==> config.mk <==
export PLATFORM = sky130hd
export DESIGN_NAME = dcache_wb_flat
export DESIGN_NICKNAME = d
export VERILOG_FILES = /design/src/rtl/dcache_wb_if.sv /design/src/rtl/dcache_wb.sv /design/src/flat_wrapper.sv
export SDC_FILE = /design/constraint.sdc
export NUM_CORES = 1
export LEC_CHECK = 0
export CAP_MARGIN = 40
export CELL_PAD_IN_SITES_DETAIL_PLACEMENT = 0
export CELL_PAD_IN_SITES_GLOBAL_PLACEMENT = 1
export CORE_UTILIZATION = 41
export CTS_CLUSTER_DIAMETER = 120
export DETAILED_ROUTE_END_ITERATION = 8
export GPL_ROUTABILITY_DRIVEN = 0
export MAX_ROUTING_LAYER = met4
export PLACE_DENSITY_LB_ADDON = 0.05
export SLEW_MARGIN = 40
export SYNTH_ARGS = -nofsm -noshare
export SYNTH_HDL_FRONTEND = slang
export SYNTH_SLANG_ARGS = --single-unit
export TNS_END_PERCENT = 50
==> constraint.sdc <==
create_clock -name clk -period 13.6 [get_ports clk]
set_input_delay 2.72 -clock clk [delete_from_list [all_inputs] [get_ports clk]]
set_output_delay 2.72 -clock clk [all_outputs]
set_load 0.02 [all_outputs]
==> src/rtl/dcache_wb_if.sv <==
// dcache_wb_if: bundles the processor D-cache port and the 128-bit line
// memory port of dcache_wb.
//   slave  : the cache side (consumes proc_* requests, initiates mem_* transfers)
//   master : the environment side (pipeline MEM stage plus memory model/arbiter)
// Processor side: proc_read/proc_write/proc_addr/proc_wdata in, proc_stall/proc_rdata out.
// Memory side   : mem_read/mem_write/mem_addr/mem_wdata out, mem_ready/mem_rdata in.
interface dcache_wb_if;
   logic         proc_read;
   logic         proc_write;
   logic [29:0]  proc_addr;
   logic [31:0]  proc_wdata;
   logic         proc_stall;
   logic [31:0]  proc_rdata;
   logic         mem_read;
   logic         mem_write;
   logic [27:0]  mem_addr;
   logic [127:0] mem_wdata;
   logic         mem_ready;
   logic [127:0] mem_rdata;

   modport slave (
      input  proc_read, proc_write, proc_addr, proc_wdata, mem_ready, mem_rdata,
      output proc_stall, proc_rdata, mem_read, mem_write, mem_addr, mem_wdata
   );

   modport master (
      output proc_read, proc_write, proc_addr, proc_wdata, mem_ready, mem_rdata,
      input  proc_stall, proc_rdata, mem_read, mem_write, mem_addr, mem_wdata
   );
endinterface

==> src/rtl/dcache_wb.sv <==
// dcache_wb: direct-mapped, write-back, write-allocate data cache with
// 4-word (128-bit) lines.
// Ports:
//   clk      : clock, rising edge
//   rst_n    : asynchronous active-low reset (invalidates every line)
//   bus      : dcache_wb_if.slave -- processor request/response plus line memory port
//   hit_cnt  : (DCACHE_PERF_EN only) requests that hit on first presentation
//   miss_cnt : (DCACHE_PERF_EN only) misses, one per refill/eviction sequence
// Optional feature macro: DCACHE_PERF_EN adds the performance counters.
//
// state | meaning
// IDLE  | serving hits; a miss launches WB or ALLOC
// WB    | dirty victim line being written back, waiting for mem_ready
// ALLOC | refill of the requested line, waiting for mem_ready
module dcache_wb #(
   parameter int INDEX_W = 3,
   parameter int TAG_W   = 25
) (
   input  logic         clk,
   input  logic         rst_n,
   dcache_wb_if.slave   bus
`ifdef DCACHE_PERF_EN
   ,
   output logic [31:0]  hit_cnt,
   output logic [31:0]  miss_cnt
`endif
);
   localparam int NUM_SETS = 2**INDEX_W;

   typedef enum logic [1:0] {IDLE = 2'd0, WB = 2'd1, ALLOC = 2'd2} state_t;

   state_t               state;
   logic [NUM_SETS-1:0]  valid;
   logic [NUM_SETS-1:0]  dirty;
   logic [TAG_W-1:0]     tag_mem  [NUM_SETS];
   logic [127:0]         data_mem [NUM_SETS];

   logic [INDEX_W-1:0]   idx;
   logic [TAG_W-1:0]     req_tag;
   logic [1:0]           off;
   logic [127:0]         line;
   logic                 req;
   logic                 hit;

   assign idx     = bus.proc_addr[INDEX_W+1:2];
   assign req_tag = bus.proc_addr[29:INDEX_W+2];
   assign off     = bus.proc_addr[1:0];
   assign line    = data_mem[idx];
   assign req     = bus.proc_read | bus.proc_write;
   assign hit     = valid[idx] && (tag_mem[idx] == req_tag);

   assign bus.proc_stall = (state != IDLE) || (req && !hit);
   // a simultaneous write wins, so a read only returns data when alone
   assign bus.proc_rdata = (state == IDLE && bus.proc_read && !bus.proc_write && hit)
                           ? line[{off, 5'b0} +: 32] : 32'd0;

   // Tag/data arrays carry no reset; valid bits alone qualify their contents.
   always_ff @(posedge clk) begin
      if (state == IDLE && bus.proc_write && hit) begin
         data_mem[idx][{off, 5'b0} +: 32] <= bus.proc_wdata;
      end else if (state == ALLOC && bus.mem_ready) begin
         data_mem[idx] <= bus.mem_rdata;
         tag_mem[idx]  <= req_tag;
      end
   end

   always_ff @(posedge clk or negedge rst_n) begin
      if (!rst_n) begin
         state         <= IDLE;
         valid         <= '0;
         dirty         <= '0;
         bus.mem_read  <= 1'b0;
         bus.mem_write <= 1'b0;
         bus.mem_addr  <= '0;
         bus.mem_wdata <= '0;
      end else begin
         case (state)
            IDLE: begin
               if (req && !hit) begin
                  if (valid[idx] && dirty[idx]) begin
                     state         <= WB;
                     bus.mem_write <= 1'b1;
                     bus.mem_addr  <= {tag_mem[idx], idx};
                     bus.mem_wdata <= line;
                  end else begin
                     state        <= ALLOC;
                     bus.mem_read <= 1'b1;
                     bus.mem_addr <= {req_tag, idx};
                  end
               end else if (bus.proc_write && hit) begin
                  dirty[idx] <= 1'b1;
               end
            end
            WB: begin
               if (bus.mem_ready) begin
                  state         <= ALLOC;
                  bus.mem_write <= 1'b0;
                  bus.mem_read  <= 1'b1;
                  bus.mem_addr  <= {req_tag, idx};
               end
            end
            ALLOC: begin
               if (bus.mem_ready) begin
                  state        <= IDLE;
                  bus.mem_read <= 1'b0;
                  valid[idx]   <= 1'b1;
                  dirty[idx]   <= 1'b0;
               end
            end
            default: state <= IDLE;
         endcase
      end
   end

`ifdef DCACHE_PERF_EN
   // The request that caused a refill hits one cycle after ALLOC; that
   // completion belongs to the miss, so just_filled masks it from hit_cnt.
   logic just_filled;

   always_ff @(posedge clk or negedge rst_n) begin
      if (!rst_n) begin
         hit_cnt     <= '0;
         miss_cnt    <= '0;
         just_filled <= 1'b0;
      end else begin
         just_filled <= (state == ALLOC) && bus.mem_ready;
         if (state == IDLE && req && hit && !just_filled) hit_cnt <= hit_cnt + 32'd1;
         if (state == IDLE && req && !hit) miss_cnt <= miss_cnt + 32'd1;
      end
   end
`endif
endmodule

==> src/flat_wrapper.sv <==
// flat-port wrapper written by rule: the top's interface ports become plain ports
module dcache_wb_flat 
#(
   parameter int INDEX_W = 3,
   parameter int TAG_W   = 25
)
  (clk, rst_n, bus_proc_read, bus_proc_write, bus_proc_addr, bus_proc_wdata, bus_mem_ready, bus_mem_rdata, bus_proc_stall, bus_proc_rdata, bus_mem_read, bus_mem_write, bus_mem_addr, bus_mem_wdata);
  dcache_wb_if bus_i ();
  input  logic clk;
  input  logic rst_n;
  input wire logic [$bits(bus_i.proc_read)-1:0] bus_proc_read;
  input wire logic [$bits(bus_i.proc_write)-1:0] bus_proc_write;
  input wire logic [$bits(bus_i.proc_addr)-1:0] bus_proc_addr;
  input wire logic [$bits(bus_i.proc_wdata)-1:0] bus_proc_wdata;
  input wire logic [$bits(bus_i.mem_ready)-1:0] bus_mem_ready;
  input wire logic [$bits(bus_i.mem_rdata)-1:0] bus_mem_rdata;
  output wire logic [$bits(bus_i.proc_stall)-1:0] bus_proc_stall;
  output wire logic [$bits(bus_i.proc_rdata)-1:0] bus_proc_rdata;
  output wire logic [$bits(bus_i.mem_read)-1:0] bus_mem_read;
  output wire logic [$bits(bus_i.mem_write)-1:0] bus_mem_write;
  output wire logic [$bits(bus_i.mem_addr)-1:0] bus_mem_addr;
  output wire logic [$bits(bus_i.mem_wdata)-1:0] bus_mem_wdata;
  assign bus_i.proc_read = bus_proc_read;
  assign bus_i.proc_write = bus_proc_write;
  assign bus_i.proc_addr = bus_proc_addr;
  assign bus_i.proc_wdata = bus_proc_wdata;
  assign bus_i.mem_ready = bus_mem_ready;
  assign bus_i.mem_rdata = bus_mem_rdata;
  assign bus_proc_stall = bus_i.proc_stall;
  assign bus_proc_rdata = bus_i.proc_rdata;
  assign bus_mem_read = bus_i.mem_read;
  assign bus_mem_write = bus_i.mem_write;
  assign bus_mem_addr = bus_i.mem_addr;
  assign bus_mem_wdata = bus_i.mem_wdata;
  dcache_wb #(.INDEX_W(INDEX_W), .TAG_W(TAG_W)) u_core (.clk(clk), .rst_n(rst_n), .bus(bus_i));
endmodule
# Yosys cells after proc, flatten, opt, wreduce, memory -nomap -nowiden
# Memory sizes are Yosys's and may differ from the RTL's.
# Cells that the tools add are included.
dict set report op_classes {
  addsub 1
  order_cmp 2
  eq_ne 10
  shift 3
  n_mux 161
  bitwise_logic 133
  n_reduce_logical 26
}
# cell count
set ops {}
lappend ops {{$mux W1} 141}
lappend ops {{$or A1 B1 Y1} 129}
lappend ops {{$mux W128} 1}
lappend ops {{$shift A32 B9 Y128 const A} 1}
lappend ops {{$shiftx A128 B8 Y32} 1}
lappend ops {{$shiftx A32 B9 Y128} 1}
lappend ops {{$mux W28} 3}
lappend ops {{$pmux W28 S2} 1}
lappend ops {{$mux W32} 1}
lappend ops {{$eq A25 B25 Y1} 1}
lappend ops {{$mux W8} 3}
lappend ops {{$or A8 B8 Y8} 2}
lappend ops {{$pmux W8 S2} 1}
lappend ops {{$ne A2 B2 Y1 const B} 6}
lappend ops {{$logic_and A1 B1 Y1} 11}
lappend ops {{$neg A7 Y9} 1}
lappend ops {{$reduce_and A3 Y1} 3}
lappend ops {{$and A8 B8 Y8} 1}
lappend ops {{$mux W2} 4}
lappend ops {{$not A8 Y8} 1}
lappend ops {{$reduce_and A4 Y1} 2}
lappend ops {{$bmux W1 S3} 2}
lappend ops {{$pmux W2 S3} 1}
lappend ops {{$reduce_bool A2 Y1} 3}
lappend ops {{14 further kinds} 15}
dict set report totals {
  register_bits 176
  mem_bits_rw 1224
  inputBits 195
  output_inout_bits 191
  word_cells 345
  n_memories 2
}
# name depth word_bits read_ports rd_ports_with_merged_regs write_ports line
set memory_table {}
lappend memory_table {u_core.data_mem 8 128 1 0 1 dcache_wb.sv:36} ;# logic [127:0] data_mem [NUM_SETS];
lappend memory_table {u_core.tag_mem 8 25 1 0 1 dcache_wb.sv:35} ;# logic [TAG_W-1:0] tag_mem [NUM_SETS];

# Depth between registers and ports, before layout
# Gate-level depths: netlist of run 1.
dict set report depth {
  depth_word 8
  depth_mapped 16
  ltp_nobuf 9
}

# Least setup slack after synthesis of run 1
# No wires, ideal clock.
dict set report synth_path {
  path_type {input -> output}
  start {input bus_proc_addr[3]}
  end {output bus_proc_rdata[14]}
  arrival_ps 5420
  t_required_ps 10880
  slack_ps 5460
  cell_stages 12
  path_buffers 8
  path_cell_list {buf_4 > buf_8 > buf_6 > buf_6 > buf_2 > nor3_1 > clkbuf_1 > buf_1 > buf_2 > a221oi_1 > mux4_2 > nor2_1}
}
dict set report synth_between {
  elab_chain_len 5
  word_cells_on_any_way 9
}
# element line
set synth_rtl {}
lappend synth_rtl {{start, declared} flat_wrapper.sv:13} ;# input wire logic [$bits(bus_i.proc_addr)-1:0] bus_proc_addr;
lappend synth_rtl {{parallel branches: the longest is 4 deep, another holds $mem_v2 Z8 W128} n/a}
lappend synth_rtl {{$mux W32 *} dcache_wb.sv:55} ;# ? line[{off, 5'b0} +: 32] : 32'd0;
lappend synth_rtl {{end, declared} flat_wrapper.sv:18} ;# output wire logic [$bits(bus_i.proc_rdata)-1:0] bus_proc_rdata;
# Every way passes the cells marked *. The select of a mux whose other input is x is not followed.

# Worst setup path in the final report of run 1
dict set report layout_path {
  start {input bus_proc_addr[4]}
  end {output bus_proc_rdata[29]}
}
# The elaborated chain is that of the path after synthesis.

==> results.py, run 1 <==
metrics = {
    "finish": {
        "final_cell_mix": "1,224 x edfxtp_1, 457 x nand2_1, 380 x clkdlybuf4s50_1",
        "layout.cells.most_common": "edfxtp_1",
        "fillers": 11400,
        "finalInstanceArea_um2": 67300,
        "areaGrowthSynthToFinish_pct": 20.8,
        "layout-drive-gt1-share": 0.149,
        "fin_nets": 4255,
        "instances_no_fill": 5955,
    },
    "yosys": {
        "synth_area_per_cell_um2": 15.3,
        "yosys_register_bits": 1400,
        "synthCells": 3637,
        "syn_nets": 3840,
        "seq_area_frac_synth": 0.739,
        "netlist_area_um2": 55700,
        "synthFlopType": "edfxtp_1",
        "synth-async-reset-ratio": 0.126,
        "synth_edf_count": 1224,
        "synth_cell_types": 66,
        "ys_warn_count": 0,
    },
    "global_routing": {
        "antenna_found_initial": 10,
        "overflow": 0,
        "track_usage": 0.316,
        "grt_pass1_vias": 35700,
        "grt_pass1_wl_mm": 290,
        "grt_max_degree": 94,
    },
    "placement": {
        "portBuffers": 385,
        "place_inst": 5664,
        "placed_cell_area_um2": 62200,
        "hpwl_mm": 131,
    },
    "die": {
        "die_w_um": 371,
        "boundaryPins": 386,
        "dieArea_um2": 137000,
        "rows": 134,
        "initial_core_util": 0.415,
        "core_area_um2": 134000,
        "die_y_um": 371,
    },
    "worst_setup_path": {
        "worst_setup_path_end_kind": "primary output",
        "crit_required_ns": 10.88,
        "ff2ff_setup_slack_ns": 8.51,
        "cp.arrival_ns": 7.97,
        "start_kind": "primary input",
        "worstPathMaxFanout": 58,
        "ff2ff_path_depth": 10,
        "path_class": "primary input to primary output",
    },
    "clock_network": {
        "cts_buffer_depth": 3,
        "cts_made_buffers": 150,
        "clock_sinks": 1400,
        "cts_setup_buffers": 0,
        "clkSlewWorstSetupHoldPaths_ns": 0.06,
        "cts_hold_buffers": 0,
        "h-tree-depth": 4,
        "cts.repair.resized": 0,
        "cts-root-buf": "clkbuf_16",
        "insertion_delay_ns": 0.79,
        "tritoncts": "yes",
    },
    "flow_run": {
        "maxCapViolations": 0,
    },
    "sta": {
        "fin_crit_ns": 10.69,
        "period_share": 0.786,
        "setup_viol": 0,
        "skew_ns": 0.0289,
        "finalHoldViolCount": 0,
        "worst_pin_slew_ns": 0.994,
        "relSlewSlack": 0.333,
        "drv_slew": 0,
        "rsz0062_at_grt": "false",
        "fmax_mhz": 93.5,
        "setup_tns_ns": 0,
    },
    "route": {
        "vias_per_cell": 6.21,
        "wirelength_mm": 212,
        "first_iter_violations": 5300,
        "avgRoutedWirePerCell_um": 35.7,
        "vias": 37000,
        "antenna_left": 1,
        "firstDrtPassIters": 6,
        "drc": 0,
    },
    "outcome": {
        "violations": "antenna violations",
        "outcome": "finished with violations",
    },
    "min_path": {
        "hold_depth": 1,
        "hold_class": "register to register",
    },
    "pwr": {
        "power_density_nw_per_um2": 181,
        "vdd_ir_drop_max_mv": 0.122,
        "p_leak_nw": 22.7,
        "fin_total_pwr_mw": 12.2,
    },
}
## power breakdown
| group | leakage [nW] | switching, mW | internal (mW) | total [mW] |
|---|---|---|---|---|
| clock network | 2.43 | 1.71 | 2.41 | 4.12 |
| registers | 13.4 | 0.276 | 5.24 | 5.52 |
| logic | 6.83 | 1.67 | 0.861 | 2.54 |
| total | 22.7 | 3.66 | 8.51 | 12.2 |
## critical path, stage by stage
cell and delay (ns):
buf_8 0.38, buf_4 0.62, nor2b_2 0.10, buf_4 0.31, a22o_1 0.27, a221oi_1 0.58, xnor2_1 0.21, and4_1 0.33
nand4_1 0.11, or4_2 0.75, buf_4 0.39, nor2b_1 0.37, clkdlybuf4s50_1 0.68
## state kept, by name, indices dropped and copies added (netlist names), named ones only
signal / cells
u_core.bus.mem_write: 1
u_core.bus.mem_wdata: 128
u_core.state: 2
u_core.bus.mem_read: 1
u_core.tag_mem: 200
u_core.valid: 8
u_core.data_mem: 1024
u_core.bus.mem_addr: 28
## cells in the mapped netlist, types with 9 or more instances
library cell  instances  area (um2)
a21o_1                9        67.6
a21oi_1              97         485
a221o_1              26         260
a221oi_1            131        1150
a222oi_1             11         110
a22o_1               50         438
a22oi_1             202        1520
a31oi_1              12        75.1
and3_1               54         338
and4_1               11        96.3
buf_1                24        90.1
buf_2                47         235
buf_4                 9        67.6
buf_6                16         180
clkbuf_1            148         556
dfrtp_1             176        4400
edfxtp_1           1224       36800
inv_1                30         113
mux2_2               85         957
mux2i_1             118        1180
mux4_2               59        1330
nand2_1             457        1720
nand3_1              21         105
nand4_1              13        81.3
nor2_1              159         597
nor3_1               13        65.1
o21ai_0             165         826
o21ai_1             126         631
o221a_2              11         124
o22ai_1               9        56.3
xnor2_1              14         123
## layout make-up
type | instances | area (um2) | area share
Sequential cell | 1400 | 41200 | 0.612
Multi-Input combinational cell | 1957 | 13800 | 0.205
Timing Repair Buffer | 509 | 4990 | 0.0742
Clock buffer | 207 | 4270 | 0.0634
Tap cell | 1768 | 2210 | 0.0329
Clock inverter | 72 | 693 | 0.0103
Inverter | 34 | 128 | 0.00190
Antenna cell | 8 | 20.0 | 0.000298
## metrics by stage
step                      hold slack (ns)  utilization  worst slack [ns]
final                               0.458        0.502              2.91
after global routing                0.473        0.502              2.81
after CTS                           0.459        0.501              2.95
after detailed placement            0.445        0.464              2.97
after global placement              0.434        0.461              2.99
after floorplan                     0.422            -              5.46
## layer usage
layer  GRT usage  part of all wire  vias to the layer above
li1            -                 -                    15100
met1       0.452              0.43                    19500
met2       0.470              0.45                     2172
met3      0.0555             0.095                      257
met4      0.0754             0.021                        0
met5           -                 0                        -
## kinds of logic after synthesis
| family | after synthesis | share of synthesized area |
|---|---|---|
| flip-flops | 1400 | 0.739 |
| buffers and inverters | 280 | 0.0231 |
| multiplexers | 268 | 0.0635 |
| AO/OA/AOI/OAI | 903 | 0.112 |
| XOR/XNOR | 20 | 0.00314 |
| adder cells (fa/ha/maj) | 8 | 0.00180 |
| AND/OR/NAND/NOR | 758 | 0.0579 |
## worst paths after layout
path,from,end
worst max-delay path,bus_proc_addr[4],bus_proc_rdata[29]
worst min-delay path,u_core.valid[4]$_DFFE_PN0P_,u_core.valid[4]$_DFFE_PN0P_
worst max register to register,u_core.tag_mem[0][20]$_DFFE_PP_,u_core.data_mem[0][99]$_DFFE_PP_
worst min register to register,u_core.valid[4]$_DFFE_PN0P_,u_core.valid[4]$_DFFE_PN0P_
max in group asynchronous,rst_n,u_core.bus.mem_wdata[24]$_DFFE_PN0P_
min in group asynchronous,rst_n,u_core.bus.mem_addr[17]$_DFFE_PN0P_
Power figures use the tool's default switching activity.
==> run 2, diff against run 1 <==
==> constraint.sdc (replaced) <==
create_clock -name clk -period 9.9 [get_ports clk]
set_input_delay 1.98 -clock clk [delete_from_list [all_inputs] [get_ports clk]]
set_output_delay 1.98 -clock clk [all_outputs]
set_load 0.02 [all_outputs]
==> run 2 against run 1 <==
Compared with the run above: the run now ends clean; sequential power rose by 36%; critical path depth decreased by 3; setup slack lost 1.5 ns; total power up 36%; combinational power up 38%; count of clock-buffer cells in the layout up 4; core utilization increased by 0.11 points; via count is 0.76% lower; clock skew fell by 0.00055 ns; cell count is 0.25% higher; sequential share of layout area down 0.13 points; first-iteration DRC count is 7.4% lower; critical path type unchanged; largest cell class unchanged; highest routed layer unchanged.
==> results.py, run 2 (same netlist as run 1, synthesis figures left out) <==
metrics = {
    "outcome": {
        "outcome": "finished, final reports clean",
    },
    "worst_setup_path": {
        "cp.arrival_ns": 6.46,
        "crit_required_ns": 7.92,
        "path_class": "primary input to primary output",
        "worstPathMaxFanout": 71,
        "ff2ff_setup_slack_ns": 4.81,
        "worst_setup_path_end_kind": "primary output",
        "start_kind": "primary input",
    },
    "global_routing": {
        "met1_usage": 0.440,
        "grt_pass1_wl_mm": 286,
        "grt_busiest_layer": "met2",
        "met3_usage": 0.0631,
        "track_usage": 0.311,
        "grt_pass1_vias": 35300,
        "antenna_found_initial": 16,
        "grt_util_met2": 0.462,
        "overflow": 0,
        "grt_max_degree": 176,
    },
    "pwr": {
        "vdd_ir_drop_max_mv": 0.160,
        "p_leak_nw": 22.7,
        "power_density_nw_per_um2": 246,
        "fin_total_pwr_mw": 16.6,
    },
    "die": {
        "rows": 134,
        "die_y_um": 371,
        "die_w_um": 371,
        "core_area_um2": 134000,
        "initial_core_util": 0.415,
        "dieArea_um2": 137000,
        "boundaryPins": 386,
    },
    "clock_network": {
        "cts_hold_buffers": 0,
        "insertion_delay_ns": 0.79,
        "tritoncts": "yes",
        "cts_made_buffers": 153,
        "cts_setup_buffers": 0,
        "clock_sinks": 1400,
        "clkSlewWorstSetupHoldPaths_ns": 0.06,
        "cts.repair.resized": 0,
        "cts_buffer_depth": 3,
        "h-tree-depth": 4,
        "cts-root-buf": "clkbuf_16",
    },
    "sta": {
        "fin_crit_ns": 8.44,
        "skew_ns": 0.0283,
        "finalHoldViolCount": 0,
        "setup_viol": 0,
        "whs_ns": 0.467,
        "rsz0062_at_grt": "false",
        "fmax_mhz": 118,
        "period_share": 0.853,
        "relSlewSlack": 0.332,
        "drv_slew": 0,
        "setup_tns_ns": 0,
        "worst_pin_slew_ns": 1.00,
        "finalWorstSetupSlack_ns": 1.46,
    },
    "finish": {
        "final_util": 0.503,
        "layout.cells.most_common": "edfxtp_1",
        "instances_no_fill": 5970,
        "fillers": 11300,
        "largest_register_ffs": 1024,
        "fin_nets": 4278,
        "regMostFlops": "u_core.data_mem",
        "final_cell_mix": "1,224 x edfxtp_1, 456 x nand2_1, 380 x clkdlybuf4s50_1",
        "layout-drive-gt1-share": 0.149,
        "finalInstanceArea_um2": 67400,
        "areaGrowthSynthToFinish_pct": 21.0,
        "largestRegisters": "u_core.data_mem: 1024 flops, u_core.tag_mem: 200 flops, u_core.bus.mem_wdata: 128 flops",
    },
    "placement": {
        "post-place-ws_ns": 1.48,
        "hpwl_mm": 134,
        "portBuffers": 385,
        "place_inst": 5686,
        "placed_cell_area_um2": 62500,
    },
    "route": {
        "drc": 0,
        "first_iter_violations": 4906,
        "vias": 36700,
        "vias_per_cell": 6.15,
        "antenna_left": 0,
        "firstDrtPassIters": 6,
        "avgRoutedWirePerCell_um": 35.0,
        "wirelength_mm": 209,
    },
    "flow_run": {
        "maxCapViolations": 0,
    },
    "min_path": {
        "hold_class": "register to register",
    },
}
==> run 2: cell count changes in the layout (fill, tap and decap cells not counted), sizes merged <==
cell	previous run	this run
buf	127	149
clkinv	48	42
inv	41	36
clkbuf	209	211
clkinvlp	6	7
diode	8	9
==> run 2: worst max-delay path, stage by stage <==
cell,delay (ns)
buf_8,0.44
buf_4,0.63
buf_4,0.76
mux2_2,0.41
a221oi_1,0.30
a21oi_1,0.13
a221oi_1,0.64
mux4_2,0.41
nor2_1,0.05
clkdlybuf4s50_1,0.56
==> run 2: worst paths after layout <==
path	to	depth (start not counted)	from
hold / removal	u_core.valid[5]$_DFFE_PN0P_	1	u_core.valid[5]$_DFFE_PN0P_
min in group asynchronous	u_core.bus.mem_addr[27]$_DFFE_PN0P_	1	rst_n
max in group asynchronous	u_core.bus.mem_wdata[83]$_DFFE_PN0P_	2	rst_n
setup reg to reg	u_core.data_mem[2][99]$_DFFE_PP_	10	u_core.tag_mem[5][24]$_DFFE_PP_
hold reg to reg	u_core.valid[5]$_DFFE_PN0P_	1	u_core.valid[5]$_DFFE_PN0P_
setup / recovery	bus_proc_rdata[8]	10	bus_proc_addr[4]
==> run 2: metal layers <==
metal / routed length [um] / vias up
li1: - / 15100
met1: 89900 / 19300
met2: 95100 / 1999
met3: 19500 / 229
met4: 4260 / 0
met5: 0 / -
==> run 2: report_power, final <==
part | total [mW] | switching, mW | internal [mW]
sequential | 7.53 | 0.328 | 7.20
clock | 5.56 | 2.30 | 3.26
combinational | 3.51 | 2.33 | 1.19
total | 16.6 | 4.95 | 11.7
==> run 2: area by class of cell <==
cell class,count,area (um2),share of cell area
flip-flops and latches,1400,41200,0.610
multi-input cells,1957,13800,0.205
repair buffers,529,5270,0.0782
clock buffers,211,4230,0.0628
well taps,1768,2210,0.0328
clock inverters,62,586,0.00868
inverters,34,130,0.00193
diodes,9,22.5,0.000334
